$ cat src/rtl/fifo_stream_reader.sv
// fifo_stream_reader: pops a synchronous FIFO (registered read data) and
// re-presents the words on a valid/ready stream through a 3-entry skid buffer.
// Optional statistics (delivered-word counter, sticky underflow flag) are
// built only when FIFO_READER_STATS_EN is defined.
module fifo_stream_reader #(
  parameter int unsigned FIFO_WIDTH = 16,
  parameter int unsigned STAT_WIDTH = 16
) (
  input  logic                  clk,
  input  logic                  rst,
  input  logic                  fifo_empty,
  input  logic                  fifo_underflow,
  input  logic [FIFO_WIDTH-1:0] fifo_data_out,
  output logic                  fifo_rd_en,
  input  logic                  enable,
  input  logic                  flush,
  output logic                  m_valid,
  output logic [FIFO_WIDTH-1:0] m_data,
  input  logic                  m_ready,
  output logic [STAT_WIDTH-1:0] delivered_cnt,
  output logic                  proto_err
);

  localparam int unsigned DEPTH = 3;
  localparam int unsigned PTR_W = 2;
  localparam int unsigned CNT_W = 2;

  typedef enum logic [1:0] {
    ST_IDLE   = 2'd0,
    ST_STREAM = 2'd1,
    ST_FLUSH  = 2'd2
  } state_t;

  state_t                state;
  state_t                state_next;
  logic [FIFO_WIDTH-1:0] mem [DEPTH];
  logic [PTR_W-1:0]      head;
  logic [PTR_W-1:0]      tail;
  logic [CNT_W-1:0]      buf_cnt;
  logic [CNT_W-1:0]      buf_cnt_next;
  logic                  inflight;
  logic                  inflight_next;
  logic [CNT_W:0]        outstanding;
  logic                  capture;
  logic                  pop;

  // Circular pointer increment wrapping after the last entry
  function automatic logic [PTR_W-1:0] ptr_inc(input logic [PTR_W-1:0] p);
    return (p == PTR_W'(DEPTH - 1)) ? '0 : p + PTR_W'(1);
  endfunction

  // Read credit counts words already buffered plus the one still in flight
  assign outstanding = {1'b0, buf_cnt} + {{CNT_W{1'b0}}, inflight};
  assign fifo_rd_en  = !rst && enable && !fifo_empty && !flush &&
                       (outstanding < (CNT_W+1)'(DEPTH));

  assign m_valid = (buf_cnt != '0);
  assign m_data  = mem[head];
  assign pop     = m_valid && m_ready;
  assign capture = inflight && !flush;

  // Next occupancy of the skid buffer and the in-flight tracker
  always_comb begin
    buf_cnt_next  = buf_cnt;
    inflight_next = fifo_rd_en;
    if (flush) begin
      buf_cnt_next  = '0;
      inflight_next = 1'b0;
    end else begin
      case ({capture, pop})
        2'b10:   buf_cnt_next = buf_cnt + CNT_W'(1);
        2'b01:   buf_cnt_next = buf_cnt - CNT_W'(1);
        default: buf_cnt_next = buf_cnt;
      endcase
    end
  end

  // Skid buffer storage, pointers and occupancy
  always_ff @(posedge clk or posedge rst) begin
    if (rst) begin
      for (int i = 0; i < int'(DEPTH); i++) mem[i] <= '0;
      head     <= '0;
      tail     <= '0;
      buf_cnt  <= '0;
      inflight <= 1'b0;
    end else begin
      buf_cnt  <= buf_cnt_next;
      inflight <= inflight_next;
      if (flush) begin
        head <= '0;
        tail <= '0;
      end else begin
        if (capture) begin
          mem[tail] <= fifo_data_out;
          tail      <= ptr_inc(tail);
        end
        if (pop) head <= ptr_inc(head);
      end
    end
  end

  // FSM state register
  always_ff @(posedge clk or posedge rst) begin
    if (rst) state <= ST_IDLE;
    else     state <= state_next;
  end

  // FSM next state: flush dominates, otherwise follow occupancy
  always_comb begin
    state_next = state;
    if (flush) begin
      state_next = ST_FLUSH;
    end else begin
      case (state)
        ST_FLUSH: state_next = ST_IDLE;
        default:  state_next = ((buf_cnt_next == '0) && !inflight_next) ? ST_IDLE : ST_STREAM;
      endcase
    end
  end

`ifdef FIFO_READER_STATS_EN
  // Saturating delivered-word counter and sticky underflow flag
  always_ff @(posedge clk or posedge rst) begin
    if (rst) begin
      delivered_cnt <= '0;
      proto_err     <= 1'b0;
    end else begin
      if (pop && (delivered_cnt != '1)) delivered_cnt <= delivered_cnt + STAT_WIDTH'(1);
      if (fifo_underflow) proto_err <= 1'b1;
    end
  end
`else
  // Statistics not built: outputs tied off
  logic unused_underflow;
  assign unused_underflow = fifo_underflow;
  assign delivered_cnt    = '0;
  assign proto_err        = 1'b0;
`endif

endmodule

$ cat config.mk
export PLATFORM = sky130hd
export DESIGN_NAME = fifo_stream_reader
export DESIGN_NICKNAME = d
export VERILOG_FILES = /design/src/rtl/fifo_stream_reader.sv
export SDC_FILE = /design/constraint.sdc
export NUM_CORES = 1
export LEC_CHECK = 0
export CAP_MARGIN = 30
export CELL_PAD_IN_SITES_DETAIL_PLACEMENT = 0
export CELL_PAD_IN_SITES_GLOBAL_PLACEMENT = 1
export CORE_MARGIN = 5
export CORE_UTILIZATION = 40
export CTS_BUF_LIST = sky130_fd_sc_hd__clkbuf_8
export CTS_CLUSTER_SIZE = 8
export DETAILED_ROUTE_END_ITERATION = 16
export PLACE_DENSITY = 0.78
export RECOVER_POWER = 50
export SYNTH_ARGS = -nofsm -noshare
export SYNTH_HDL_FRONTEND = slang
export SYNTH_SLANG_ARGS = --single-unit
$ cat constraint.sdc
create_clock -name clk -period 2.15 [get_ports clk]
set_clock_uncertainty 0.05 [all_clocks]
set_input_delay 0.645 -clock clk [delete_from_list [all_inputs] [get_ports clk]]
set_output_delay 0.645 -clock clk [all_outputs]
set_load 0.005 [all_outputs]
== Word level (Yosys, flattened, before mapping) ==
Index checks and enable logic that the tools add are counted.
W data, S select, Z words.
Word-level totals
  logic and storage cells: 53
  output and inout bits: 35
  bits of input ports: 23
  bits in registers: 55
Operators by class
  magnitude comparators: 4
  reductions and logical operators: 15
  bitwise gates (word level): 3
  multiplexer cells: 15
  equality and inequality tests: 4
  add/sub/neg operators: 5
Operators by type and width (count)
  $bwmux W48: 1
  $mux W16: 3
  $bmux W16 S2: 1
  $demux W16 S2: 1
  $mux W2: 7
  $logic_and A1 B1 Y1: 7
  $add A2 B1 Y2 const B: 3
  $eq A2 B2 Y1 const B: 3
  $ge A3 B3 Y1 const B: 2
  $not A2 Y3: 2
  $reduce_bool A2 Y1: 3
  $pmux W2 S2: 1
  $add A2 B1 Y3: 1
  $logic_not A1 Y1: 3
  $lt A3 B1 Y1 const B: 1
  $lt A3 B2 Y1 const B: 1
  $reduce_bool A3 Y1: 1
  $eq A2 B1 Y1 const B: 1
  $reduce_and A2 Y1: 1
  $sub A2 B1 Y2 const B: 1
  $mux W1: 1
  $not A1 Y1: 1

== Logic depth before layout (Yosys ltp) ==
Gate-level depths: netlist of run 1.
  depth after elaboration: 6
  mapped depth: 5
  gate-level depth less buffers: 4

== Least setup slack after synthesis of run 1 ==
Ideal clock, no wire load.
  path kind: register -> output
  start: register buf_cnt[0]
  end: output fifo_rd_en
  setup slack: -0.002 ns
  arrival time: 1.457 ns
  data required time: 1.455 ns
  stages on the path, launching flop included: 5
  cells stage by stage: dfrtp_1 -> ha_1 -> ha_1 -> a211o_1 -> nor4b_1
Between the ends
  longest elaborated chain between the ends: 3
Ends and longest elaborated chain
  start, declared: RTL line 39  | logic [CNT_W-1:0] buf_cnt;
  start signal, assigned: RTL line 87  | buf_cnt <= buf_cnt_next;
  $add A2 B1 Y3: RTL line 53  | assign outstanding = {1'b0, buf_cnt} + {{CNT_W{1'b0}}, inflight};
  $lt A3 B2 Y1: RTL line 55  | (outstanding < (CNT_W+1)'(DEPTH));
  $logic_and A1 B1 Y1: RTL line 54  | assign fifo_rd_en = !rst && enable && !fifo_empty && !flush &&
  end, declared: RTL line 14  | output logic fifo_rd_en,
Every way passes these cells.

== Worst setup path after layout of run 1 ==
  start: register inflight
  end: output fifo_rd_en
Between the ends
  longest elaborated chain between the ends: 3
Ends and longest elaborated chain
  start, declared: RTL line 41  | logic inflight;
  start signal, assigned: RTL line 88  | inflight <= inflight_next;
  $add A2 B1 Y3: RTL line 53
  $lt A3 B2 Y1: RTL line 55
  $logic_and A1 B1 Y1: RTL line 54
Every way passes these cells.

==> run metrics, run 1 <==
status=finished, violations left; failing checks=setup timing; Post-Syn Area=2875 µm²; worst stage delay on the critical path=0.40 ns; CTS root buffer=clkbuf_8; total negative slack=-1.237 ns; Crit path required time=1.45 ns; Static Leak=1.649 nW; Slew Limit Fails=0; CTS tree=yes; FP Rows=31; Finished Layout Cells=375; crit start category=register; total power=approximately 0.0024 W; full die area=8983 µm²; DRT iter0 DRCs=60; post-route setup slack=-0.2771 ns; hold path start=mem[44]; Worst Path Max Fanout=2; clk_lat worst skew=0.30 ns; Area Overhead vs Synth=25.15%; initial antenna violation count=0; worst min-delay path class=register to register; Syn Area/Cell=13.31 µm²; gr usage total=between 10% and 20%; minimum clock period=2.427 ns; Crit Reg-Reg Endpoint=mem[43]; final wirelength=5608 µm; pre-CTS setup slack=-0.6358 ns; detailed-route via count=1742; worst r2r path cells=7; Buffers on Ports=39; layout cells sized above 1=45.29%; post-detail-place hpwl=3804 µm; first-pass GRT wire length=8963 µm; DR DRC count=0; DR WL/cell=14.95 µm; critical path class=register to output pin; largest net degree at the start of global routing=56; Endpoint, Worst Hold=mem[44]; Worst Path Arrival=1.73 ns; H-tree levels=2; Yosys cell types=32; maximum vdd drop=0.4361 mV; critical path cell sequence=ha_2 -> ha_4 -> a211o_1 -> nor4b_2 -> buf_2; Clock Sinks=55; R2R Path Start=inflight; flops & latches, synth=55; fin crit share=112.9%; Post-CTS Hold Buffers=0; placed cell count=360; Pre-antenna DRT Iters=4; RSZ-0062 raised after global routing=true; CP max stage cell=dfrtp_1; DRT antenna net count=0; cell area power density=663.5 nW/µm²; Vias/cell=about 4.6; Cells after Synth=216; Max Cap Viol=0; CORE AREA=7137 µm²; Initial Utilization=between 40 and 50%; Slew @ Worst Pin=around 0.76 ns; Reg2Reg Setup Slack=approximately 0.44 ns; gr ovfl total=0; WHS Path Cells=1; Hold Vio Cnt, Final=0; sequential fraction of the synthesis area=47.87%; IO Pins=58; diodes inserted=0; clock-pin transition on the worst setup and hold timing paths=0.09 ns; Die Y=94.78 µm; Max Clk Rate=0.4120 GHz; die width=94.78 µm; gpl congestion=0.7242; Setup violations, final=29; CTS buffer count=5; Yosys Warn Count=0; Max Buffers Root-to-Sink=2; number of global-route vias before repair=1790; Slew HR=49.18%; Final #Nets=300; Worst setup EP type=output pin
## sequential cells by signal, indices dropped and copies added (netlist names)
name      cells
buf_cnt       2
head          2
inflight      1
mem          48
tail          2
## worst max-delay path, delay by kind of cell (launching register included)
family,cells,cell delay (ns)
adders and majority gates,2,0.40
and+or+nand+nor,1,0.21
DFF,1,0.40
AOI/OAI and AO/OA,1,0.27
buffers and inverters,1,0.15
## logic make-up after synthesis
logic type,synth area share (%)
other,0.1304
flip-flops,47.87
AO/OA/AOI/OAI,4.831
AND/OR/NAND/NOR,8.530
buffers and inverters,8.747
multiplexers,29.03
adder cells (fa/ha/maj),0.8702
## metrics by stage
stage / area [µm²] / util (%) / hold slack, ns
2_1_floorplan: 2942 / - / 0.4300
3_3_place_gp: 3405 / 47.70 / 0.4380
3_5_place_dp: 3405 / 47.70 / 0.4420
4_1_cts: 3573 / 50.07 / 0.4684
5_1_grt: 3598 / 50.42 / 0.4753
6_report: 3598 / 50.42 / 0.4636
## what timing repair did
| item | CTS | global route |
|---|---|---|
| resized for setup | 70 | 34 |
| pin swaps | 7 | 9 |
| setup buffers | 6 | 1 |
| endpoints found under the hold margin | 0 | 0 |
| setup endpoints to repair | 18 | 17 |
| gates cloned | 1 | 1 |
## cell type report
class	instances	area (µm²)
fillers	645	3538
multi-input cells	146	1399
flip-flops and latches	55	1378
repair buffers	65	578.1
well taps	99	123.9
clock buffers	5	68.82
clock inverters	3	43.79
inverters	2	7.507
## cells in the mapped netlist (all sizes together)
cell / number / area share (%)
or3: 1 / 0.22
a211o: 1 / 0.30
nor2: 3 / 0.96
or2: 1 / 0.22
clkbuf: 3 / 0.39
inv: 2 / 0.26
mux2: 49 / 23
and3b: 1 / 0.30
nor2b: 2 / 0.44
nand3b: 1 / 0.70
a41o: 1 / 0.35
conb: 1 / 0.13
nor4b: 2 / 0.61
a21oi: 4 / 0.70
nor3b: 1 / 0.26
buf: 26 / 8.1
mux2i: 17 / 5.9
o22ai: 8 / 1.7
dfrtp: 55 / 48
o21ai: 10 / 1.7
ha: 2 / 0.87
nand2: 18 / 2.4
nor3: 4 / 1.5
nand2b: 3 / 0.91
## worst max-delay path by stage
stage | from | end | slack, ns | cells after the start
2_1_floorplan | buf_cnt[0] | fifo_rd_en | 0.05 | 4
3_3_place_gp | flush | fifo_rd_en | -0.61 | 4
3_5_place_dp | flush | fifo_rd_en | -0.64 | 4
4_1_cts | inflight | fifo_rd_en | -0.34 | 5
5_1_grt | inflight | fifo_rd_en | -0.35 | 5
6_report | inflight | fifo_rd_en | -0.28 | 5
## where the power goes
part / leakage, nW / switching (W) / internal (W)
sequential: 0.699 / 0.0000717 / 0.00116
clock: 0.0581 / 0.000338 / 0.000347
combinational: 0.892 / 0.000181 / 0.000294
total: 1.65 / 0.000591 / 0.00180
## cells in the final DEF, fill, tap and decap left out, drive strengths merged, types with 2 or more instances in the layout
master,synthesis,final
buf,26,34
conb,1,17
clkdlybuf4s50,0,20
mux2,49,49
nor2,3,3
a21oi,4,4
nor4b,2,2
clkinv,0,3
clkbuf,3,14
o22ai,8,8
o21ai,10,10
nor3,4,4
nand2b,3,3
mux2i,17,17
nand2,18,18
nor2b,2,2
dfrtp,55,55
ha,2,2
## routing by layer
layer | global-route usage (%) | vias up | share of wire, % | wire, µm
met5 | 0 | - | 0 | 0
met4 | 3.966 | 0 | 1.7 | 95
met3 | 2.550 | 7 | 3.7 | 207
met2 | 21.90 | 34 | 49 | 2741
met1 | 16.84 | 863 | 46 | 2564
li1 | - | 838 | - | -
Note: power is estimated with default switching activity, not from simulation.
==> run 2, diff against run 1 <==
--- a/config.mk
+++ b/config.mk
@@ -13,7 +13,8 @@
 export CTS_BUF_LIST = sky130_fd_sc_hd__clkbuf_8
 export CTS_CLUSTER_SIZE = 8
 export DETAILED_ROUTE_END_ITERATION = 16
-export PLACE_DENSITY = 0.78
+export DONT_BUFFER_PORTS = 1
+export PLACE_DENSITY = 0.65
 export RECOVER_POWER = 50
 export SYNTH_ARGS = -nofsm -noshare
 export SYNTH_HDL_FRONTEND = slang
==> run 2 against run 1 <==
Effect of this change: the flow still finishes with violations (setup timing); combinational power fell by 33%; power fell by 11%; design area fell by 16%; hold slack got worse by 0.12 ns; flip-flop and latch count did not move; global-route usage fell by 0.60 points; fmax rose by 4.7%; setup slack improved by 0.11 ns; cell count fell by 14%; critical path type unchanged; largest cell class is now sequential cells.
==> run metrics, run 2 (synthesis gave the netlist of run 1 again) <==
worst min-delay path class=input port to register; Die Y=94.78 µm (unchanged); DR WL/cell=16.15 µm (+8.0%); failing checks=setup timing; max reg flops=48 (unchanged); metal3 WL=382 µm (+85%); worst r2r path cells=4 (-3); CTS tree=yes; total negative slack=-0.1692 ns (+1.068 ns); CTS root buffer=clkbuf_8; hold path start=flush; clock-pin transition on the worst setup and hold timing paths=0.09 ns (about the same); DRT iter0 DRCs=45 (-25%); post-route setup slack=-0.1692 ns (+0.1079 ns); WHS Path Cells=1 (unchanged); Reg2Reg Setup Slack=0.42 ns (-0.02 ns); initial antenna violation count=0 (unchanged); Hold Vio Cnt, Final=0 (unchanged); largest net degree at the start of global routing=56 (unchanged); Final #Nets=246 (-18%); FP Rows=31 (unchanged); diodes inserted=0 (unchanged); Initial Utilization=40.29% (unchanged); total power=0.002130 W (-11%); post-detail-place hpwl=3451 µm (-9.3%); gr usage total=12.39% (-0.60 points); Worst setup EP type=output pin; die width=94.78 µm (unchanged); CORE AREA=7137 µm² (unchanged); fin util=42.16% (-8.3 points); Slew HR=9.133% (-40 points); crit start category=register; Endpoint, Worst Hold=head[0]; Max Clk Rate=0.4312 GHz (+4.7%); critical path class=register to output pin; gpl congestion=0.6896 (-4.8%); clk_lat worst skew=0.30 ns (about the same); number of global-route vias before repair=1566 (-13%); first-pass GRT wire length=8445 µm (-5.8%); CTS buffer count=5 (unchanged); Top reg by flops=mem; full die area=8983 µm² (unchanged); maximum vdd drop=0.3439 mV (-21%); most common cell after layout, fill and taps aside=dfrtp_1; pre-CTS setup slack=0.05108 ns (+0.6869 ns); DRT antenna net count=0 (unchanged); Worst Path Max Fanout=2 (unchanged); R2R Path Start=inflight; Pre-antenna DRT Iters=4 (unchanged); Static Leak=1.333 nW (-19%); detailed-route via count=1554 (-11%); minimum clock period=2.319 ns (-0.1079 ns); RSZ-0062 raised after global routing=true; Setup violations, final=1 (-97%); most frequent cells in the layout=dfrtp_1, mux2_4, mux2_2; Area Overhead vs Synth=4.656%; Slew @ Worst Pin=1.363 ns (+0.6007 ns); Clock Sinks=55 (unchanged); status=finished, violations left; cell area power density=707.8 nW/µm² (+6.7%); Worst Path Arrival=1.62 ns (-0.11 ns); Crit Reg-Reg Endpoint=mem[26]; final wirelength=5184 µm (-7.6%); layout cells sized above 1=33.33% (-12 points); metal2 WL=2355 µm (-14%); Vias/cell=4.841 (+4.2%); H-tree levels=2 (unchanged); Slew Limit Fails=0 (unchanged); WL met1=2386 µm (-6.9%); Crit path required time=1.45 ns (about the same); IO Pins=58 (unchanged); fin crit share=107.9% (-5.0 points); top layer reached by signal wires=met4; Post-CTS Setup Repair Bufs=0 (-6); Buffers on Ports=0 (-100%); gr ovfl total=0 (unchanged); DR DRC count=0 (unchanged); Max Buffers Root-to-Sink=2 (unchanged); Max Cap Viol=0 (unchanged)
-- run 2: layout make-up --
type | instances | area (µm²)
clock buffer | 6 | 82.58
clock inverter | 2 | 12.51
fill | 706 | 4128
inverter | 2 | 7.507
multi-input combinational | 146 | 1318
sequential | 55 | 1376
tap | 99 | 123.9
timing repair buffer | 11 | 88.84
-- run 2: power by group --
| part | total, W | leakage, nW | internal [W] | switching, W |
|---|---|---|---|---|
| Clock | 0.000590 | 0.0526 | 0.000260 | 0.000330 |
| Sequential | 0.00122 | 0.701 | 0.00116 | 0.0000658 |
| Combinational | 0.000319 | 0.580 | 0.000187 | 0.000132 |
-- run 2: worst max-delay path by stage --
stage | slack (ns) | startpoint | depth (start not counted) | to
2_1_floorplan | 0.05 | buf_cnt[0] | 4 | fifo_rd_en
3_3_place_gp | 0.05 | buf_cnt[0] | 4 | fifo_rd_en
3_5_place_dp | 0.05 | buf_cnt[0] | 4 | fifo_rd_en
4_1_cts | -0.25 | inflight | 4 | fifo_rd_en
5_1_grt | -0.26 | inflight | 4 | fifo_rd_en
6_report | -0.17 | inflight | 4 | fifo_rd_en
-- run 2: routing by layer --
metal / vias up / global-route usage (%)
met3: 7 / 5.020
met4: 0 / 3.606
met2: 34 / 18.67
met5: - / 0
met1: 780 / 16.37
li1: 733 / -
-- run 2: through the flow --
step,instance area (µm²),instances,hold slack (ns)
global placement,2929,313,0.4385
CTS,3039,321,0.2216
detailed placement,2929,313,0.4438
floorplan,2942,232,0.4300
global route,3009,321,0.3245
finish,3009,321,0.3464
-- run 2: what timing repair did --
action,CTS,global route
setup endpoints to repair,1,1
resized for setup,2,1
hold buffers,0,0
pin swaps,3,1
gates cloned,0,0
-- run 2: critical path: stages (launching register included) --
cell and delay, ns:
dfrtp_1 0.40, ha_2 0.20, ha_4 0.20, a211o_1 0.29, nor4b_4 0.23
==> run 3, diff against run 2 <==
--- a/config.mk
+++ b/config.mk
@@ -10,7 +10,6 @@
 export CELL_PAD_IN_SITES_GLOBAL_PLACEMENT = 1
 export CORE_MARGIN = 5
 export CORE_UTILIZATION = 40
-export CTS_BUF_LIST = sky130_fd_sc_hd__clkbuf_8
 export CTS_CLUSTER_SIZE = 8
 export DETAILED_ROUTE_END_ITERATION = 16
 export DONT_BUFFER_PORTS = 1
==> run 3 against run 2 <==
Effect of this change: the flow still finishes with violations (setup timing); count of clock-buffer cells in the layout increased by 1; sequential share of layout area stayed put; die area stayed put; global-route usage unchanged; power is 0.20% higher; sequential power is essentially flat; non-clock buffer count stayed put; first-iteration DRC count fell by 2.2%; design area unchanged; critical path type unchanged.
==> run metrics, run 3 (synthesis gave the netlist of run 1 again) <==
IO Pins=58 (unchanged); Top reg by flops=mem; CP max stage cell=dfrtp_1; H-tree levels=2 (unchanged); Buffers on Ports=0 (unchanged); CP endpoint=fifo_rd_en; post-detail-place hpwl=3451 µm (unchanged); first-pass GRT wire length=8445 µm (unchanged); minimum clock period=2.319 ns (-0.00002900 ns); cell area power density=709.2 nW/µm² (+0.20%); status=finished, violations left; CTS tree=yes; cell area after layout=3009 µm² (unchanged); initial antenna violation count=0 (unchanged); Final #Nets=246 (unchanged); diodes inserted=0 (unchanged); Max Buffers Root-to-Sink=2 (unchanged); critical path cell sequence=ha_2 -> ha_4 -> a211o_1 -> nor4b_4; gr ovfl total=0 (unchanged); Clock Sinks=55 (unchanged); Post-CTS Hold Buffers=0 (unchanged); largest net degree at the start of global routing=56 (unchanged); Max Clk Rate=0.4312 GHz (about the same); Hold Vio Cnt, Final=0 (unchanged); most common cell after layout, fill and taps aside=dfrtp_1; Slew HR=9.153% (+0.021 points); Worst Path Arrival=1.62 ns (about the same); Worst path depth=4 (unchanged); most frequent cells in the layout=dfrtp_1, mux2_4, mux2_2; final wirelength=5185 µm (about the same); detailed-route via count=1554 (unchanged); Top delay family on crit path=flip-flops; Crit Reg-Reg Endpoint=mem[26]; Post-CTS Setup Repair Bufs=0 (unchanged); critical path class=register to output pin; max reg flops=48 (unchanged); crit start category=register; CTS root buffer=clkbuf_8; maximum vdd drop=0.3439 mV (about the same); DRT antenna net count=0 (unchanged); gpl congestion=0.6896 (unchanged); Area Overhead vs Synth=4.656% (unchanged); worst min-delay path class=input port to register; Reg2Reg Setup Slack=0.42 ns (about the same); DRT iter0 DRCs=44 (-2.2%); RSZ-0062 raised after global routing=true; Crit path required time=1.45 ns (about the same); layout cells sized above 1=33.33% (unchanged); fin crit share=107.9% (about the same); DR DRC count=0 (unchanged); CORE AREA=7137 µm² (unchanged); fill count=706 (unchanged); Worst Path Max Fanout=2 (unchanged); Switching Share=24.70% (-0.070 points); P_sw=0.0005271 W (about the same); CTS buffer count=5 (unchanged); placed cell count=313 (unchanged); number of global-route vias before repair=1566 (unchanged); worst r2r path cells=4 (unchanged); Setup violations, final=1 (unchanged); clock-pin transition on the worst setup and hold timing paths=0.09 ns (about the same); clock share of power=27.8% (about the same); Cell Int Power=0.001607 W (+0.29%); Static Leak=1.329 nW (-0.31%); sequential share of power=57.2% (about the same); die width=94.78 µm (unchanged); Finished Layout Cells=321 (unchanged); Slew Limit Fails=0 (unchanged); Pre-antenna DRT Iters=4 (unchanged); full die area=8983 µm² (unchanged); DR WL/cell=16.15 µm (about the same); crit path buf inv count=0 (unchanged); Vias/cell=4.841 (unchanged); FP Rows=31 (unchanged); worst stage delay on the critical path=0.40 ns (about the same); Slew @ Worst Pin=1.363 ns (-0.0003084 ns); logic gate share of total power=14.9% (about the same); clk_lat worst skew=0.30 ns (about the same); Die Y=94.78 µm (unchanged); R2R Path Start=inflight; Crit. Startpoint=inflight; Max Cap Viol=0 (unchanged); gr usage total=12.39% (unchanged); Worst setup EP type=output pin; post-route setup slack=-0.1692 ns (+0.00002900 ns); Initial Utilization=40.29% (unchanged); placed cell areas=2929 µm² (unchanged); failing checks=setup timing
-- run 3: cell types whose count changed in the layout (fill, tap and decap cells not counted), sizes merged --
cell,change
clkbuf,+1
inv,-1
-- run 3: cell type report --
cell class | count | area, µm² | share of cell area [%]
Clock inverter | 1 | 8.758 | 0.2911
Sequential cell | 55 | 1376 | 45.74
Multi-Input combinational cell | 146 | 1318 | 43.78
Inverter | 2 | 7.507 | 0.2495
Timing Repair Buffer | 11 | 88.84 | 2.952
Clock buffer | 7 | 86.33 | 2.869
Tap cell | 99 | 123.9 | 4.116
-- run 3: worst min path at each step --
stage	from	to	slack, ns	cells past startpoint
floorplan	mem[39]	mem[39]	0.43	1
global placement	mem[26]	mem[26]	0.44	1
detailed placement	mem[24]	mem[24]	0.44	1
CTS	rst	inflight	0.22	2
global route	flush	tail[0]	0.32	1
finish	flush	head[0]	0.35	1
-- run 3: stage by stage --
stage                     util [%]  setup slack [ns]  hold slack, ns  setup TNS [ns]  power [W]
after floorplan                  -           0.05184          0.4300               0   0.001531
after global placement       41.04           0.05403          0.4385               0   0.001564
after detailed placement     41.04           0.05108          0.4438               0   0.001572
after CTS                    42.58           -0.2535          0.2216         -0.2535   0.002179
after global routing         42.16           -0.2578          0.3245         -0.2578   0.002259
final                        42.16           -0.1692          0.3464         -0.1692   0.002134
-- run 3: what timing repair did --
item | 4_1_cts | 5_1_grt
resized for setup | 2 | 1
endpoints found under the setup margin | 1 | 1
pin swaps | 3 | 1
cloned | 0 | 0
-- run 3: power groups by stage --
stage	combinational [W]	sequential (W)	clock, W
floorplan	0.000309	0.00122	0
global placement	0.000326	0.00124	0
detailed placement	0.000331	0.00124	0
CTS	0.000331	0.00122	0.000626
global route	0.000359	0.00124	0.000662
finish	0.000319	0.00122	0.000594
-- run 3: layer usage --
layer | part of all wire (%) | track usage (%) | vias to the layer above
li1 | - | - | 733
met1 | 46 | 16.37 | 780
met2 | 45 | 18.67 | 34
met3 | 7.4 | 5.020 | 7
met4 | 1.2 | 3.606 | 0
met5 | 0 | 0 | -
